===== src/rtl/score_keeper_if.sv =====
// Interface bundling the score_keeper game inputs and status outputs.
// master: frame_i, dodge_i, hit_i, start_i out; status in. slave: the reverse.
interface score_keeper_if #(
    parameter int SPR_CNT = 5,
    parameter int SCOREW  = 8,
    parameter int LEVELW  = 3
);
    logic               frame_i;
    logic [SPR_CNT-1:0] dodge_i;
    logic               hit_i;
    logic               start_i;
    logic [1:0]         state_o;
    logic [SCOREW-1:0]  score_o;
    logic [SCOREW-1:0]  high_score_o;
    logic [LEVELW-1:0]  level_o;
    logic               freeze_o;
    logic               flash_o;

    modport master (
        output frame_i, dodge_i, hit_i, start_i,
        input  state_o, score_o, high_score_o,
        input  level_o, freeze_o, flash_o
    );

    modport slave (
        input  frame_i, dodge_i, hit_i, start_i,
        output state_o, score_o, high_score_o,
        output level_o, freeze_o, flash_o
    );
endinterface


===== src/rtl/score_keeper.sv =====
// SuperFrog game-state FSM with saturating score, high score and level.
// Ports: clk_pix, rst_n (async active-low), bus (score_keeper_if.slave).
module score_keeper #(
    parameter int SPR_CNT      = 5,
    parameter int SCOREW       = 8,
    parameter int SCORE_MAX    = 255,
    parameter int LEVEL_STEP   = 16,
    parameter int LEVELW       = 3,
    parameter int DEATH_FRAMES = 120
) (
    input  logic          clk_pix,
    input  logic          rst_n,
    score_keeper_if.slave bus
);

    typedef enum logic [1:0] {
        ATTRACT = 2'd0,
        PLAY    = 2'd1,
        DYING   = 2'd2,
        OVER    = 2'd3
    } state_e;

    localparam int SW      = SCOREW + 3;
    localparam int FCW_MIN = $clog2(DEATH_FRAMES + 1);
    // flash taps bit 3, so keep at least 4 bits
    localparam int FCW     = (FCW_MIN > 4) ? FCW_MIN : 4;

    localparam logic [SW-1:0]     SMAX_W = SW'(SCORE_MAX);
    localparam logic [SCOREW-1:0] SMAX   = SCOREW'(SCORE_MAX);
    localparam logic [SCOREW-1:0] STEP   = SCOREW'(LEVEL_STEP);
    localparam logic [SCOREW-1:0] LMAX_W = SCOREW'((1 << LEVELW) - 1);
    localparam logic [FCW-1:0]    LAST_F = FCW'(DEATH_FRAMES - 1);

    state_e              state_q, state_d;
    logic [SCOREW-1:0]   score_q, score_d;
    logic [SCOREW-1:0]   hs_q, hs_d;
    logic [LEVELW-1:0]   level_q, level_d;
    logic [FCW-1:0]      fcnt_q, fcnt_d;
    logic                start_q;
    logic                freeze_q;

    logic                start_rise;
    logic [SW-1:0]       pop;
    logic [SW-1:0]       sum_w;
    logic [SCOREW-1:0]   lvl_raw;

    assign start_rise = bus.start_i & ~start_q;

    always_comb begin
        pop = '0;
        for (int m = 0; m < SPR_CNT; m++) begin
            pop = pop + SW'(bus.dodge_i[m]);
        end
    end

    // Wide sum cannot wrap, so the saturation compare is exact
    assign sum_w = SW'(score_q) + pop;

    always_comb begin
        state_d = state_q;
        score_d = score_q;
        hs_d    = hs_q;
        fcnt_d  = fcnt_q;
        unique case (state_q)
            ATTRACT, OVER: begin
                if (start_rise) begin
                    state_d = PLAY;
                    score_d = '0;
                end
            end
            PLAY: begin
                score_d = (sum_w > SMAX_W) ? SMAX : sum_w[SCOREW-1:0];
                if (bus.hit_i) begin
                    state_d = DYING;
                    fcnt_d  = '0;
                end
            end
            DYING: begin
                if (bus.frame_i) begin
                    if (fcnt_q == LAST_F) begin
                        state_d = OVER;
                        fcnt_d  = '0;
                        hs_d    = (score_q > hs_q) ? score_q : hs_q;
                    end else begin
                        fcnt_d = fcnt_q + 1'b1;
                    end
                end
            end
            default: state_d = ATTRACT;
        endcase
    end

    always_comb begin
        lvl_raw = score_d / STEP;
        level_d = (lvl_raw > LMAX_W) ? LMAX_W[LEVELW-1:0]
                                     : lvl_raw[LEVELW-1:0];
    end

    always_ff @(posedge clk_pix or negedge rst_n) begin
        if (!rst_n) begin
            state_q  <= ATTRACT;
            score_q  <= '0;
            hs_q     <= '0;
            level_q  <= '0;
            fcnt_q   <= '0;
            // A button held through reset must not look like a press
            start_q  <= 1'b1;
            freeze_q <= 1'b1;
        end else begin
            state_q  <= state_d;
            score_q  <= score_d;
            hs_q     <= hs_d;
            level_q  <= level_d;
            fcnt_q   <= fcnt_d;
            start_q  <= bus.start_i;
            freeze_q <= (state_d != PLAY);
        end
    end

    assign bus.state_o      = state_q;
    assign bus.score_o      = score_q;
    assign bus.high_score_o = hs_q;
    assign bus.level_o      = level_q;
    assign bus.freeze_o     = freeze_q;
    assign bus.flash_o      = (state_q == DYING) & fcnt_q[3];

endmodule

===== src/flat_wrapper.sv =====
// flat-port wrapper written by rule: the top's interface ports become plain ports
module score_keeper_flat 
#(
    parameter int SPR_CNT      = 5,
    parameter int SCOREW       = 8,
    parameter int SCORE_MAX    = 255,
    parameter int LEVEL_STEP   = 16,
    parameter int LEVELW       = 3,
    parameter int DEATH_FRAMES = 120
)
  (clk_pix, rst_n, bus_frame_i, bus_dodge_i, bus_hit_i, bus_start_i, bus_state_o, bus_score_o, bus_high_score_o, bus_level_o, bus_freeze_o, bus_flash_o);
  score_keeper_if #(.SPR_CNT(SPR_CNT), .SCOREW(SCOREW), .LEVELW(LEVELW)) bus_i ();
  input  logic clk_pix;
  input  logic rst_n;
  input wire logic [$bits(bus_i.frame_i)-1:0] bus_frame_i;
  input wire logic [$bits(bus_i.dodge_i)-1:0] bus_dodge_i;
  input wire logic [$bits(bus_i.hit_i)-1:0] bus_hit_i;
  input wire logic [$bits(bus_i.start_i)-1:0] bus_start_i;
  output wire logic [$bits(bus_i.state_o)-1:0] bus_state_o;
  output wire logic [$bits(bus_i.score_o)-1:0] bus_score_o;
  output wire logic [$bits(bus_i.high_score_o)-1:0] bus_high_score_o;
  output wire logic [$bits(bus_i.level_o)-1:0] bus_level_o;
  output wire logic [$bits(bus_i.freeze_o)-1:0] bus_freeze_o;
  output wire logic [$bits(bus_i.flash_o)-1:0] bus_flash_o;
  assign bus_i.frame_i = bus_frame_i;
  assign bus_i.dodge_i = bus_dodge_i;
  assign bus_i.hit_i = bus_hit_i;
  assign bus_i.start_i = bus_start_i;
  assign bus_state_o = bus_i.state_o;
  assign bus_score_o = bus_i.score_o;
  assign bus_high_score_o = bus_i.high_score_o;
  assign bus_level_o = bus_i.level_o;
  assign bus_freeze_o = bus_i.freeze_o;
  assign bus_flash_o = bus_i.flash_o;
  score_keeper #(.SPR_CNT(SPR_CNT), .SCOREW(SCOREW), .SCORE_MAX(SCORE_MAX), .LEVEL_STEP(LEVEL_STEP), .LEVELW(LEVELW), .DEATH_FRAMES(DEATH_FRAMES)) u_core (.clk_pix(clk_pix), .rst_n(rst_n), .bus(bus_i));
endmodule

===== config.mk =====
export PLATFORM = sky130hd
export DESIGN_NAME = score_keeper_flat
export DESIGN_NICKNAME = d
export VERILOG_FILES = /design/src/rtl/score_keeper_if.sv /design/src/rtl/score_keeper.sv /design/src/flat_wrapper.sv
export SDC_FILE = /design/constraint.sdc
export NUM_CORES = 1
export LEC_CHECK = 0
export ABC_AREA = 1
export CORE_MARGIN = 2
export CORE_UTILIZATION = 57
export CTS_CLUSTER_DIAMETER = 120
export CTS_CLUSTER_SIZE = 40
export DETAILED_ROUTE_END_ITERATION = 8
export GPL_TIMING_DRIVEN = 0
export PLACE_DENSITY = 0.95
export SKIP_LAST_GASP = 1
export SLEW_MARGIN = 20
export SYNTH_ARGS = -nofsm -noshare
export SYNTH_HDL_FRONTEND = slang
export SYNTH_SLANG_ARGS = --single-unit

===== constraint.sdc =====
create_clock -name clk_pix -period 3.3 [get_ports clk_pix]
set_input_delay 0.66 -clock clk_pix [delete_from_list [all_inputs] [get_ports clk_pix]]
set_output_delay 0.66 -clock clk_pix [all_outputs]
set_load 0.005 [all_outputs]

==> flow_metrics.tcl, run 1 <==
set metrics [dict create \
    status "finished clean" \
    synth.most_common_cell "nand2_1" \
    final_core_util 0.718 \
    ys_seq_area_frac 0.385 \
    syn_avg_cell_area_um2 7.64 \
    start_util 0.591 \
    period_share 0.952 \
    synthCells 256 \
    relSlewSlack 0.558 \
    ys_top_cells_by_count "nand2_1 (83), inv_1 (44), dfrtp_1 (28)" \
    synth_area_leaders "dfrtp_1 (36%), nand2_1 (16%), ha_1 (9.6%)" \
    hold_violations 0 \
    netlist.area_leader.share 0.358 \
    drv_slew 0 \
    setup_viol 0 \
    row_count 21 \
    clkSinkCount 30 \
    postCtsSetupBuffers 0 \
    die_w_um 62.6 \
    grt-ovfl-total 0 \
    worstPathRequired_ps 3500 \
    vias 1761 \
    hold_class "in2async" \
    fin_crit_ps 3140 \
    skew_ps 6.17 \
    stdcell_area_um2 2380 \
    fin_nets 323 \
    max_freq_mhz 318 \
    drt_iter0_markers 82 \
    critical_path_class "in2reg" \
    worst_setup_path_end_kind "register" \
    fillers 255 \
    worst_path_max_delay_cell "fa_1" \
    yosys.cell_types.count 28 \
    worstMarginPinSlew_ps 663 \
    drc 0 \
    cts_tree "built" \
    ys_ff_latch 30 \
    rsz0062_at_grt "no" \
    clock_latency_ps 320 \
    diodes 0 \
    drive_above_1_share 0.0746 \
    wire_per_inst_um 11.4 \
    gp_congestion 0.898 \
    critPathMaxStageDelay_ps 430 \
    crit_chain "clkdlybuf4s50_1, ha_1, inv_1, fa_1, fa_1, fa_1, inv_1, nand2_1, nand2_1, nand2_1, nand2_1, nand3_1, nand2_1, nand4_1" \
    leakagePower_uw 0.00126 \
    async_reset_ff_frac 1.00 \
    power_uw 1360 \
    grt_max_degree 31 \
    path_common_cell "nand2_1" \
    rr_worst_depth 11 \
    synth_nets 284 \
    crit_path_max_fanout 3 \
    drt-total-wl_um 3880 \
    synth_edf_count 0 \
    viasPerCell 5.16 \
    setup_tns_ps 0 \
    numPortBuffers 32 \
    grt_pass1_vias 1635 \
    htreeDepth 2 \
    die_y_um 62.6 \
    dp_hpwl_um 2950 \
    cts_root_buf "clkbuf_4" \
    synth_warnings 0 \
    syn_area_um2 1960 \
    arrival_ps 3340 \
    ys.flop_type "dfrtp_1" \
    cap_violations 0 \
    antenna_found_initial 0 \
    power.density_nw_per_um2 571 \
    coreArea_um2 3310 \
    synth.largest_area_cell "dfrtp_1" \
    clk_transition_reported_paths_ps 90 \
    dieArea_um2 3920 \
    io_pins 33 \
    ir_worst_vdd_mv 0.382 \
    cts_made_buffers 5 \
    clock_path_buffers 2 \
    place_area_um2 2330 \
    start_kind "primary input" \
    grt_pass1_wl_um 6840 \
    grt_usage 0.218 \
    drtPass1Iterations 4 \
    postRouteAntennaNets 0 \
    area_growth_pct 21.5 \
]
[worst max-delay path: cells and delay by family]
kind,cells,cell delay (ps)
adders and majority gates,4,1570
buffers and inverters,3,570
and+or+nand+nor,7,530
[cell families after synthesis]
group,after synthesis,synth area share
buf+inv,49,0.100
simple gates,130,0.299
fa+ha+maj,18,0.127
xor+xnor,1,0.00448
flops,30,0.385
compound gates,28,0.0845
[per-stage QoR]
stage	hold slack, ps	std cells	worst slack [ps]
detailed placement	483	334	-190
global placement	481	334	-165
finish	360	341	159
global route	414	341	22.2
floorplan	364	256	414
CTS	376	341	131
[final cells by class]
class	count	area, um2	share of cell area
Tap cell	46	57.6	0.0242
Timing Repair Buffer	32	315	0.133
Inverter	48	185	0.0779
Buffer	1	11.3	0.00474
Multi-Input combinational cell	177	1010	0.424
Sequential cell	30	753	0.317
Clock buffer	7	45.0	0.0190
[timing repair]
action	in CTS	in global routing
setup endpoints to repair	0	1
hold buffers	0	0
endpoints found under the hold margin	0	0
resized for setup	0	1
[cells in the final DEF, fill, tap and decap left out, types with 2 or more instances in the layout]
| master | n |
|---|---|
| ha_1 | 15 |
| nand2_1 | 82 |
| o21ai_0 | 6 |
| o21bai_1 | 2 |
| dfstp_2 | 2 |
| a21oi_1 | 10 |
| inv_1 | 44 |
| nand2_2 | 2 |
| dfrtp_1 | 28 |
| fa_1 | 3 |
| nand3_1 | 20 |
| clkdlybuf4s50_1 | 31 |
| nand4_1 | 5 |
| nor2_4 | 2 |
| nor2_1 | 14 |
| inv_2 | 2 |
| nand2_4 | 2 |
| clkbuf_4 | 5 |
| clkbuf_1 | 2 |
| o21a_1 | 2 |
| o21ai_1 | 5 |
[flip-flops by register name, summed over array words and instances (netlist names)]
name,cells
u_core.bus.level_o,3
u_core.bus.score_o,8
u_core.start_q,1
u_core.bus.state_o,2
u_core.bus.high_score_o,8
u_core.fcnt_q,7
u_core.bus.freeze_o,1
[power breakdown]
group | leakage (uW) | internal [uW] | switching, uW
Sequential | 0.000405 | 425 | 56.8
Combinational | 0.000829 | 271 | 411
Clock | 0.0000254 | 80.1 | 113
Total | 0.00126 | 776 | 581
[worst paths after layout]
kind	start	end	slack, ps
hold / removal	rst_n	u_core.bus.score_o[3]	360
setup / recovery	bus_dodge_i[0]	u_core.bus.level_o[2]	160
setup reg to reg	u_core.bus.score_o[0]	u_core.bus.level_o[2]	1160
hold reg to reg	u_core.bus.high_score_o[4]	u_core.bus.high_score_o[4]	500
max in group asynchronous	rst_n	u_core.bus.level_o[0]	2510
min in group clk_pix	u_core.bus.high_score_o[4]	u_core.bus.high_score_o[4]	500
[layer usage]
metal	GRT usage	wire length [um]	vias to the layer above
met5	0	0	-
met4	0.108	70	0
met3	0.0360	168	10
met2	0.351	1880	48
met1	0.285	1750	825
li1	-	-	878
No activity file was read; power rests on OpenSTA's default activity.
==> run 2: changes to the inputs <==
- CORE_ASPECT_RATIO: not set -> 0.9
- CORE_MARGIN: 2 -> not set
- PLACE_DENSITY: 0.95 -> 0.85
==> flow_metrics.tcl, run 2 (synthesis results as in run 1) <==
set metrics [dict create \
    die_w_um 63.7 \
    multi_input_area_um2 1020 \
    layout_common_cells "nand2_1 (79), inv_1 (43), clkdlybuf4s50_1 (31), dfrtp_1 (28), nand3_1 (20)" \
    regToRegEndpoint "u_core.bus.level_o[2]" \
    start_kind "primary input" \
    postCtsSetupBuffers 0 \
    worstPathRequired_ps 3520 \
    htreeDepth 2 \
    grt_use_met1 0.332 \
    worst_setup_path_end_kind "register" \
    viasPerCell 5.13 \
    setup_viol 0 \
    setup_tns_ps 0 \
    rrSetupSlack_ps 1270 \
    antenna_found_initial 0 \
    grt_pass1_wl_um 7090 \
    rr_worst_depth 10 \
    cap_violations 0 \
    dieArea_um2 3670 \
    drive_above_1_share 0.101 \
    regToRegStartpoint "u_core.bus.score_o[0]" \
    dp_hpwl_um 3090 \
    clk_transition_reported_paths_ps 60 \
    drc 0 \
    relSlewSlack 0.546 \
    path_common_cell "nand2_2" \
    ctsResizeCount 0 \
    grt-busiest-layer "met2" \
    grt-ovfl-total 0 \
    die_y_um 57.6 \
    row_count 19 \
    clock_path_buffers 2 \
    drt_iter0_markers 101 \
    gp_congestion 0.823 \
    grt_max_degree 31 \
    leakagePower_uw 0.00128 \
    fillers 234 \
    start_util 0.619 \
    hold_class "in2async" \
    arrival_ps 3360 \
    io_pins 33 \
    grt_pass1_vias 1598 \
    clkSinkCount 30 \
    crit_family "adder cells" \
    critical_path_class "in2reg" \
    use_met3 0.0560 \
    cts_hold_buf 0 \
    wire_per_inst_um 12.5 \
    final_common_cell "nand2_1" \
    numPortBuffers 32 \
    cts_root_buf "clkbuf_8" \
    vias 1734 \
    whs_ps 409 \
    postRouteAntennaNets 0 \
    hold_violations 0 \
    cts_made_buffers 5 \
    clock_latency_ps 290 \
    cts_tree "built" \
    grt_usage 0.257 \
    worstMarginPinSlew_ps 681 \
    cp.buffers_inverters 3 \
    met2_usage 0.418 \
    drtPass1Iterations 5 \
    drt-total-wl_um 4220 \
    period_share 0.950 \
    diodes 0 \
    fin_nets 323 \
    critPathMaxStageDelay_ps 450 \
    ir_worst_vdd_mv 0.521 \
    crit_path_max_fanout 6 \
    max_freq_mhz 319 \
    fin_crit_ps 3130 \
    seqCellArea_um2 753 \
    coreArea_um2 3160 \
    power.density_nw_per_um2 613 \
    worst_path_max_delay_cell "fa_1" \
    crit_chain "clkdlybuf4s50_1, ha_1, inv_1, fa_1, fa_2, fa_2, inv_2, nand3_1, nand2_2, nand2_2, nand3_1, nand2_2, nand4_1" \
    drv_slew 0 \
    area_growth_pct 24.2 \
    skew_ps 7.71 \
    status "finished clean" \
]
run 2: cell count changes in the layout (fill, tap and decap cells not counted), sizes merged:
| cell | before | now |
|---|---|---|
| clkinv | 2 | 3 |
run 2: through the flow:
step	setup WS (ps)	total power (uW)	area, um2	instances	util
6_report	166	1490	2430	338	0.769
5_1_grt	-15.4	1600	2430	338	0.769
4_1_cts	22.3	1480	2410	338	0.764
3_5_place_dp	-254	1170	2320	330	0.735
3_3_place_gp	-189	1140	2330	330	0.736
2_1_floorplan	414	954	1960	256	-
run 2: per-layer routing:
layer	share of wire	wire, um
met1	0.45	1890
met2	0.48	2030
met3	0.047	198
met4	0.026	109
met5	0	0
run 2: worst max path at each step:
stage                              start               endpoint  depth (start not counted)
after global routing      bus_dodge_i[0]  u_core.bus.level_o[2]                         13
after global placement    bus_dodge_i[0]  u_core.bus.level_o[2]                         13
after floorplan           bus_dodge_i[0]  u_core.bus.level_o[2]                         13
after detailed placement  bus_dodge_i[0]  u_core.bus.level_o[2]                         13
final                     bus_dodge_i[0]  u_core.bus.level_o[2]                         13
after CTS                 bus_dodge_i[0]  u_core.bus.level_o[2]                         13
run 2: report_power, final:
part	total (uW)	leakage [uW]	switching (uW)	internal, uW
registers	486	0.000405	60.6	426
logic	704	0.000826	427	278
clock network	298	0.0000482	131	168
run 2: cell type report:
class,count,share of cell area
multi-input combinational,177,0.420
sequential,30,0.310
timing repair buffer,32,0.130
inverter,48,0.0762
clock buffer,7,0.0355
tap,42,0.0216
buffer,1,0.00463
clock inverter,1,0.00206
run 2: worst reg2reg max path: stages, from the launching register on:
cell and delay, ps:
dfrtp_1 360, inv_1 100, fa_2 430, fa_2 400, inv_2 80, nand3_1 120
nand2_2 120, nand2_2 100, nand3_1 120, nand2_2 60, nand4_1 80
